`config.mk`:
```
export PLATFORM = sky130hd
export DESIGN_NAME = decode_regread
export DESIGN_NICKNAME = d
export VERILOG_FILES = /design/src/rtl/y86_pkg.sv /design/src/rtl/y86_regfile.sv /design/src/rtl/decode_regread.sv
export SDC_FILE = /design/constraint.sdc
export NUM_CORES = 2
export LEC_CHECK = 0
export ABC_AREA = 1
export CAP_MARGIN = 30
export CORE_MARGIN = 2
export CORE_UTILIZATION = 39
export CTS_CLUSTER_DIAMETER = 50
export DETAILED_ROUTE_END_ITERATION = 8
export PLACE_DENSITY = 0.66
export SLEW_MARGIN = 20
export SYNTH_ARGS = -nofsm -noshare
export SYNTH_HDL_FRONTEND = slang
export SYNTH_SLANG_ARGS = --single-unit
```
`constraint.sdc`:
```
create_clock -name clk -period 4.6 [get_ports clk]
set_clock_uncertainty 0.15 [all_clocks]
set_input_delay 1.38 -clock clk [delete_from_list [all_inputs] [get_ports clk]]
set_output_delay 1.38 -clock clk [all_outputs]
set_load 0.005 [all_outputs]
```
`src/rtl/y86_pkg.sv`:
```
// ============================================================================
// Module      : y86_pkg
// Description : Shared Y86-64 constants: instruction codes, register IDs,
//               status codes and the E-stage pipeline register layout with
//               its bubble (nop) value.
// Revision    : 1.0  initial release
// ============================================================================
`default_nettype none

package y86_pkg;

   // Instruction codes
   localparam logic [3:0] IHALT   = 4'h0;
   localparam logic [3:0] INOP    = 4'h1;
   localparam logic [3:0] IRRMOVQ = 4'h2;
   localparam logic [3:0] IIRMOVQ = 4'h3;
   localparam logic [3:0] IRMMOVQ = 4'h4;
   localparam logic [3:0] IMRMOVQ = 4'h5;
   localparam logic [3:0] IOPQ    = 4'h6;
   localparam logic [3:0] IJXX    = 4'h7;
   localparam logic [3:0] ICALL   = 4'h8;
   localparam logic [3:0] IRET    = 4'h9;
   localparam logic [3:0] IPUSHQ  = 4'hA;
   localparam logic [3:0] IPOPQ   = 4'hB;

   // Register identifiers
   localparam logic [3:0] RNONE = 4'hF;
   localparam logic [3:0] RRSP  = 4'h4;

   // Status codes
   localparam logic [2:0] SAOK = 3'd1;
   localparam logic [2:0] SHLT = 3'd2;
   localparam logic [2:0] SADR = 3'd3;
   localparam logic [2:0] SINS = 3'd4;

   // Defaults for the register file
   localparam int          NREG_DEF     = 15;
   localparam logic [63:0] RSP_INIT_DEF = 64'h200;

   // Contents of the E pipeline register
   typedef struct packed {
      logic [2:0]  stat;
      logic [3:0]  icode;
      logic [3:0]  ifun;
      logic [63:0] valA;
      logic [63:0] valB;
      logic [63:0] valC;
      logic [3:0]  dstE;
      logic [3:0]  dstM;
      logic [3:0]  srcA;
      logic [3:0]  srcB;
   } e_reg_t;

   // Bubble: a nop with AOK status that touches no register
   localparam e_reg_t E_BUBBLE = '{
      stat  : SAOK,
      icode : INOP,
      ifun  : 4'h0,
      valA  : 64'h0,
      valB  : 64'h0,
      valC  : 64'h0,
      dstE  : RNONE,
      dstM  : RNONE,
      srcA  : RNONE,
      srcB  : RNONE
   };

endpackage

`default_nettype wire

```
`src/rtl/y86_regfile.sv`:
```
// ============================================================================
// Module      : y86_regfile
// Description : Y86-64 architectural register file, NREG x 64 bits.
//               Two asynchronous read ports, two synchronous write ports
//               (E and M) with M taking priority when both target the same
//               register. Synchronous active-high reset loads 0 everywhere
//               except %rsp, which loads RSP_INIT.
// Ports       : clk, rst           clock, synchronous reset
//               rd_a_i / rd_a_o    read port A address / data
//               rd_b_i / rd_b_o    read port B address / data
//               wr_e_addr_i/data_i write port E (ignored when address is F)
//               wr_m_addr_i/data_i write port M (ignored when address is F)
// Revision    : 1.0  initial release
// ============================================================================
`default_nettype none

module y86_regfile
   import y86_pkg::*;
#(
   parameter int          NREG     = NREG_DEF,
   parameter logic [63:0] RSP_INIT = RSP_INIT_DEF
) (
   input  logic        clk,
   input  logic        rst,
   input  logic [3:0]  rd_a_i,
   output logic [63:0] rd_a_o,
   input  logic [3:0]  rd_b_i,
   output logic [63:0] rd_b_o,
   input  logic [3:0]  wr_e_addr_i,
   input  logic [63:0] wr_e_data_i,
   input  logic [3:0]  wr_m_addr_i,
   input  logic [63:0] wr_m_data_i
);

   logic [63:0] rf_q [NREG];

   // Each register resolves its own write; checking M before E gives the
   // popq %rsp case its loaded value. RNONE never matches a real index.
   always_ff @(posedge clk) begin
      for (int i = 0; i < NREG; i++) begin
         if (rst) begin
            rf_q[i] <= (4'(i) == RRSP) ? RSP_INIT : 64'h0;
         end else if (wr_m_addr_i != RNONE && wr_m_addr_i == 4'(i)) begin
            rf_q[i] <= wr_m_data_i;
         end else if (wr_e_addr_i != RNONE && wr_e_addr_i == 4'(i)) begin
            rf_q[i] <= wr_e_data_i;
         end
      end
   end

   // RNONE reads as zero so the array is never indexed past its end
   assign rd_a_o = (rd_a_i != RNONE) ? rf_q[rd_a_i] : 64'h0;
   assign rd_b_o = (rd_b_i != RNONE) ? rf_q[rd_b_i] : 64'h0;

endmodule

`default_nettype wire

```
`src/rtl/decode_regread.sv`:
```
// ============================================================================
// Module      : decode_regread
// Description : Y86-64 decode stage. Decodes source/destination registers
//               from the D register, reads the register file with
//               forwarding from E, M and W, and loads the E pipeline
//               register. Owns the register file, written by the W stage.
// Ports       : clk, rst                     clock, synchronous reset
//               D_*                          fetch-stage pipeline register
//               E_bubble                     load a nop into E
//               e_dstE/e_valE                execute forwarding
//               M_dstE/M_dstM/M_valE/m_valM  memory forwarding
//               W_dstE/W_dstM/W_valE/W_valM  writeback forwarding + write port
//               d_srcA, d_srcB               decoded sources (hazard unit)
//               E_*                          execute-stage pipeline register
// Revision    : 1.0  initial release
// ============================================================================
`default_nettype none

module decode_regread
   import y86_pkg::*;
#(
   parameter int          NREG     = NREG_DEF,
   parameter logic [63:0] RSP_INIT = RSP_INIT_DEF
) (
   input  logic        clk,
   input  logic        rst,
   input  logic [2:0]  D_stat,
   input  logic [3:0]  D_icode,
   input  logic [3:0]  D_ifun,
   input  logic [3:0]  D_rA,
   input  logic [3:0]  D_rB,
   input  logic [63:0] D_valC,
   input  logic [63:0] D_valP,
   input  logic        E_bubble,
   input  logic [3:0]  e_dstE,
   input  logic [63:0] e_valE,
   input  logic [3:0]  M_dstE,
   input  logic [3:0]  M_dstM,
   input  logic [63:0] M_valE,
   input  logic [63:0] m_valM,
   input  logic [3:0]  W_dstE,
   input  logic [3:0]  W_dstM,
   input  logic [63:0] W_valE,
   input  logic [63:0] W_valM,
   output logic [3:0]  d_srcA,
   output logic [3:0]  d_srcB,
   output logic [2:0]  E_stat,
   output logic [3:0]  E_icode,
   output logic [3:0]  E_ifun,
   output logic [63:0] E_valA,
   output logic [63:0] E_valB,
   output logic [63:0] E_valC,
   output logic [3:0]  E_dstE,
   output logic [3:0]  E_dstM,
   output logic [3:0]  E_srcA,
   output logic [3:0]  E_srcB
);

   logic [3:0]  dec_srcA, dec_srcB, dec_dstE, dec_dstM;
   logic [63:0] rf_a, rf_b;
   logic [63:0] fwd_valA, fwd_valB;
   e_reg_t      e_d, e_q;

   // ------------------------------------------------------------------
   // Register file
   // ------------------------------------------------------------------
   y86_regfile #(
      .NREG     (NREG),
      .RSP_INIT (RSP_INIT)
   ) u_regfile (
      .clk         (clk),
      .rst         (rst),
      .rd_a_i      (dec_srcA),
      .rd_a_o      (rf_a),
      .rd_b_i      (dec_srcB),
      .rd_b_o      (rf_b),
      .wr_e_addr_i (W_dstE),
      .wr_e_data_i (W_valE),
      .wr_m_addr_i (W_dstM),
      .wr_m_data_i (W_valM)
   );

   // ------------------------------------------------------------------
   // Register decode. cmov (rrmovq family) always names rB as dstE;
   // execute suppresses the write when the condition fails.
   // ------------------------------------------------------------------
   always_comb begin
      dec_srcA = RNONE;
      dec_srcB = RNONE;
      dec_dstE = RNONE;
      dec_dstM = RNONE;
      case (D_icode)
         IRRMOVQ: begin dec_srcA = D_rA; dec_dstE = D_rB; end
         IIRMOVQ: begin dec_dstE = D_rB; end
         IRMMOVQ: begin dec_srcA = D_rA; dec_srcB = D_rB; end
         IMRMOVQ: begin dec_srcB = D_rB; dec_dstM = D_rA; end
         IOPQ:    begin dec_srcA = D_rA; dec_srcB = D_rB; dec_dstE = D_rB; end
         ICALL:   begin dec_srcB = RRSP; dec_dstE = RRSP; end
         IRET:    begin dec_srcA = RRSP; dec_srcB = RRSP; dec_dstE = RRSP; end
         IPUSHQ:  begin dec_srcA = D_rA; dec_srcB = RRSP; dec_dstE = RRSP; end
         IPOPQ:   begin
            dec_srcA = RRSP; dec_srcB = RRSP; dec_dstE = RRSP; dec_dstM = D_rA;
         end
         default: ;
      endcase
   end

   assign d_srcA = dec_srcA;
   assign d_srcB = dec_srcB;

   // ------------------------------------------------------------------
   // Operand selection. Youngest producer wins; within M and W the loaded
   // value (dstM) is checked before dstE so popq %rsp forwards the pop.
   // The RNONE term comes first so an idle stage (dst=F) never matches.
   // ------------------------------------------------------------------
   always_comb begin
      fwd_valA = rf_a;
      if (D_icode == ICALL || D_icode == IJXX) fwd_valA = D_valP;
      else if (dec_srcA == RNONE)              fwd_valA = 64'h0;
      else if (dec_srcA == e_dstE)             fwd_valA = e_valE;
      else if (dec_srcA == M_dstM)             fwd_valA = m_valM;
      else if (dec_srcA == M_dstE)             fwd_valA = M_valE;
      else if (dec_srcA == W_dstM)             fwd_valA = W_valM;
      else if (dec_srcA == W_dstE)             fwd_valA = W_valE;
   end

   always_comb begin
      fwd_valB = rf_b;
      if (dec_srcB == RNONE)       fwd_valB = 64'h0;
      else if (dec_srcB == e_dstE) fwd_valB = e_valE;
      else if (dec_srcB == M_dstM) fwd_valB = m_valM;
      else if (dec_srcB == M_dstE) fwd_valB = M_valE;
      else if (dec_srcB == W_dstM) fwd_valB = W_valM;
      else if (dec_srcB == W_dstE) fwd_valB = W_valE;
   end

   // ------------------------------------------------------------------
   // E pipeline register
   // ------------------------------------------------------------------
   always_comb begin
      e_d       = E_BUBBLE;
      e_d.stat  = D_stat;
      e_d.icode = D_icode;
      e_d.ifun  = D_ifun;
      e_d.valA  = fwd_valA;
      e_d.valB  = fwd_valB;
      e_d.valC  = D_valC;
      e_d.dstE  = dec_dstE;
      e_d.dstM  = dec_dstM;
      e_d.srcA  = dec_srcA;
      e_d.srcB  = dec_srcB;
   end

   always_ff @(posedge clk) begin
      if (rst || E_bubble) e_q <= E_BUBBLE;
      else                 e_q <= e_d;
   end

   assign E_stat  = e_q.stat;
   assign E_icode = e_q.icode;
   assign E_ifun  = e_q.ifun;
   assign E_valA  = e_q.valA;
   assign E_valB  = e_q.valB;
   assign E_valC  = e_q.valC;
   assign E_dstE  = e_q.dstE;
   assign E_dstM  = e_q.dstM;
   assign E_srcA  = e_q.srcA;
   assign E_srcB  = e_q.srcB;

endmodule

`default_nettype wire

```
==> results.yml <==
synth:
  ys.flop_type: "edfxtp_1"
  ys_seq_area_share_pct: 47.3
  synth.avg_cell_area_um2: 7.51
  yosys.area.top_type_share_pct: 41.0
  ys_top_cells_by_count: "nand2_1, nand3_1, edfxtp_1"
  synth.yosys.warnings: 0
  synthTopCellsByArea: "edfxtp_1, nand2_1, nand3_1"
  syn_area_um2: 70300
  ys_ff_latch: 1179
  syn_inst: 9363
  synth-edff-count: 960
  synth_area_leader_cell: "edfxtp_1"
  yosysMostFrequentCell: "nand2_1"
  synthArstFlopShare_pct: 0
  synth_cell_types: 35
  synthesis.nets: 9853
worst_setup_path:
  startpoint: "D_icode[2]"
  critical_path_class: "in -> out"
  path_cells: "dlygate4sd2_1 > inv_2 > nand2_1 > nand2_2 > nand3_2 > nand2_8 > inv_2 > clkdlybuf4s50_1"
  cpPeakStageDelay_ns: 0.56
  worst-endpoint-required_ns: 3.07
  cp_slowest_cell: "clkdlybuf4s50_1"
  start_kind: "input pin"
  r2r_slack_ns: 2.61
  crit_path_frequent_cell: "inv_2"
  crit_fanout: 5
  r2r_cells: 12
  worstSetupEndpointType: "output port"
  path_buf_inv: 4
  cp.arrival_ns: 3.00
  r2r-start: "u_regfile.rf_q[11][2]"
  r2r_end: "E_valA[2]"
  critPathTopFamily: "buffers and inverters"
placed_design:
  place_ws_ns: -0.226
  dpl_cell_area_um2: 83600
  dpl.hpwl_mm: 219
  port_buffers: 716
  dp_cells: 12000
  place_congestion: 0.966
layout:
  nets: 10300
  fin_util_pct: 49.8
  regArea_um2: 33200
  multi_input_area_um2: 31100
  postLayoutCellArea_um2: 89000
  drive_above_1_share_pct: 8.03
  area_growth_pct: 26.7
  fillers: 16700
  fin_cells: 12300
global_routing:
  grt_antenna_before_repair: 22
  grt_pass1_wl_mm: 517
  grt_usage_pct: 37.9
  grt_max_degree: 119
  grt_pass1_vias: 75900
  grt_overflow: 0
floorplanning:
  dieArea_um2: 184000
  io_pins: 717
  core.rowCount: 155
  die_w_um: 428
  start_util_pct: 39.3
  fp.dieH_um: 428
  coreArea_um2: 179000
sta:
  finalCritPeriodShare_pct: 98.5
  setup_viol: 0
  finalMaxSlewViolations: 0
  worst_slack_ns: 0.0693
  period_minus_slack_ns: 4.53
  worst_pin_slew_ns: 0.964
  fin_tns_setup_ns: 0
  hold_ws_ns: 0.896
  slew_headroom_pct: 35.7
  hold_viol: 0
  fmax_mhz: 221
  rsz0062_at_grt: "false"
job:
  cap_violations: 0
cts:
  clk_latency_ns: 0.85
  cts-htree-levels: 4
  clockBufferDepth: 3
  clk_pin_slew_worst_paths_ns: 0.06
  cts_made_buffers: 158
  clockRootBuffer: "clkbuf_16"
  cts_tree: "done"
  clock_sinks: 1179
worst_hold_path:
  min_to: "E_valC[24]"
  hold_path_class: "in -> reg"
  whs_path_depth: 3
  hold_path_startpoint: "D_valC[24]"
power_and_ir_drop:
  power_leakage_nw: 35.1
  cellPowerDensity_nw_per_um2: 368
  power.total_mw: 32.7
  vdd_drop_max_mv: 0.334
detailed_routing:
  vias_per_cell: 6.46
  drc: 0
  wire_per_inst_um: 29.7
  postRouteAntennaNets: 0
  vias: 79300
  drt_iter0_drc: 13900
  dr.pass1.iters: 9
  wirelength_mm: 364
status:
  outcome: "complete, no violations"
[sequential cells by signal, summed over array words and instances (netlist names), 4 cells and up]
name            count
E_srcB              4
E_dstM              4
E_dstE              4
E_valB             64
u_regfile.rf_q    960
E_valA             64
E_valC             64
E_icode             4
E_srcA              4
E_ifun              4
[routing by layer]
layer	routed length, um	up-vias	share of wire [%]	track usage (%)
met5	105	-	0.029	0
met4	32800	16	9.0	28.9
met3	54300	1918	15	11.9
met2	156000	7486	43	57.1
met1	121000	36700	33	45.2
li1	-	33200	-	-
[tightest hold or removal path, cell delays in order]
cell	delay, ns
clkdlybuf4s50_1	0.39
inv_1	0.05
nor2_1	0.03
[where the power goes]
part | internal, mW | leakage [nW] | total [mW] | switching [mW]
Sequential | 12.4 | 11.1 | 12.8 | 0.406
Combinational | 2.43 | 21.4 | 7.13 | 4.70
Clock | 7.45 | 2.60 | 12.8 | 5.36
Total | 22.3 | 35.1 | 32.7 | 10.5
[final cells by class]
type,count,area share [%]
flip-flops and latches,1179,37.3
clock inverters,101,1.29
clock buffers,190,4.74
well taps,2355,3.31
diodes,16,0.0450
multi-input cells,6502,34.9
repair buffers,1165,15.1
inverters,762,3.24
[kinds of logic after synthesis]
family	count (synthesis)	synth area share [%]
buffers and inverters	1682	9.43
flip-flops	1179	47.3
XOR/XNOR	24	0.299
AO/OA/AOI/OAI	1889	15.3
AND/OR/NAND/NOR	4589	27.7
[what timing repair did]
item,CTS,global route
buffers inserted,0,0
gates resized for setup,7,0
hold buffers,0,0
setup endpoints to repair,8,0
[worst max-delay path by stage]
stage,end,depth (start not counted)
4_1_cts,d_srcA[3],8
5_1_grt,d_srcA[3],8
2_1_floorplan,u_regfile.rf_q[5][0],9
3_5_place_dp,E_valA[1],21
3_3_place_gp,E_valB[10],12
6_report,d_srcA[3],8
[cells in the final DEF, fill, tap and decap left out, types with 55 or more instances in the layout]
master           instances
a21oi_1                332
a31oi_1                 63
buf_12                 233
buf_4                  216
clkbuf_16              162
clkdlybuf4s50_1        710
clkinv_1                85
dfxtp_1                219
edfxtp_1               960
inv_1                  679
nand2_1               2539
nand3_1               1665
nor2_1                 308
o21ai_0                468
o21ai_1                 55
o22ai_1                959
Power figures use the tool's default switching activity.
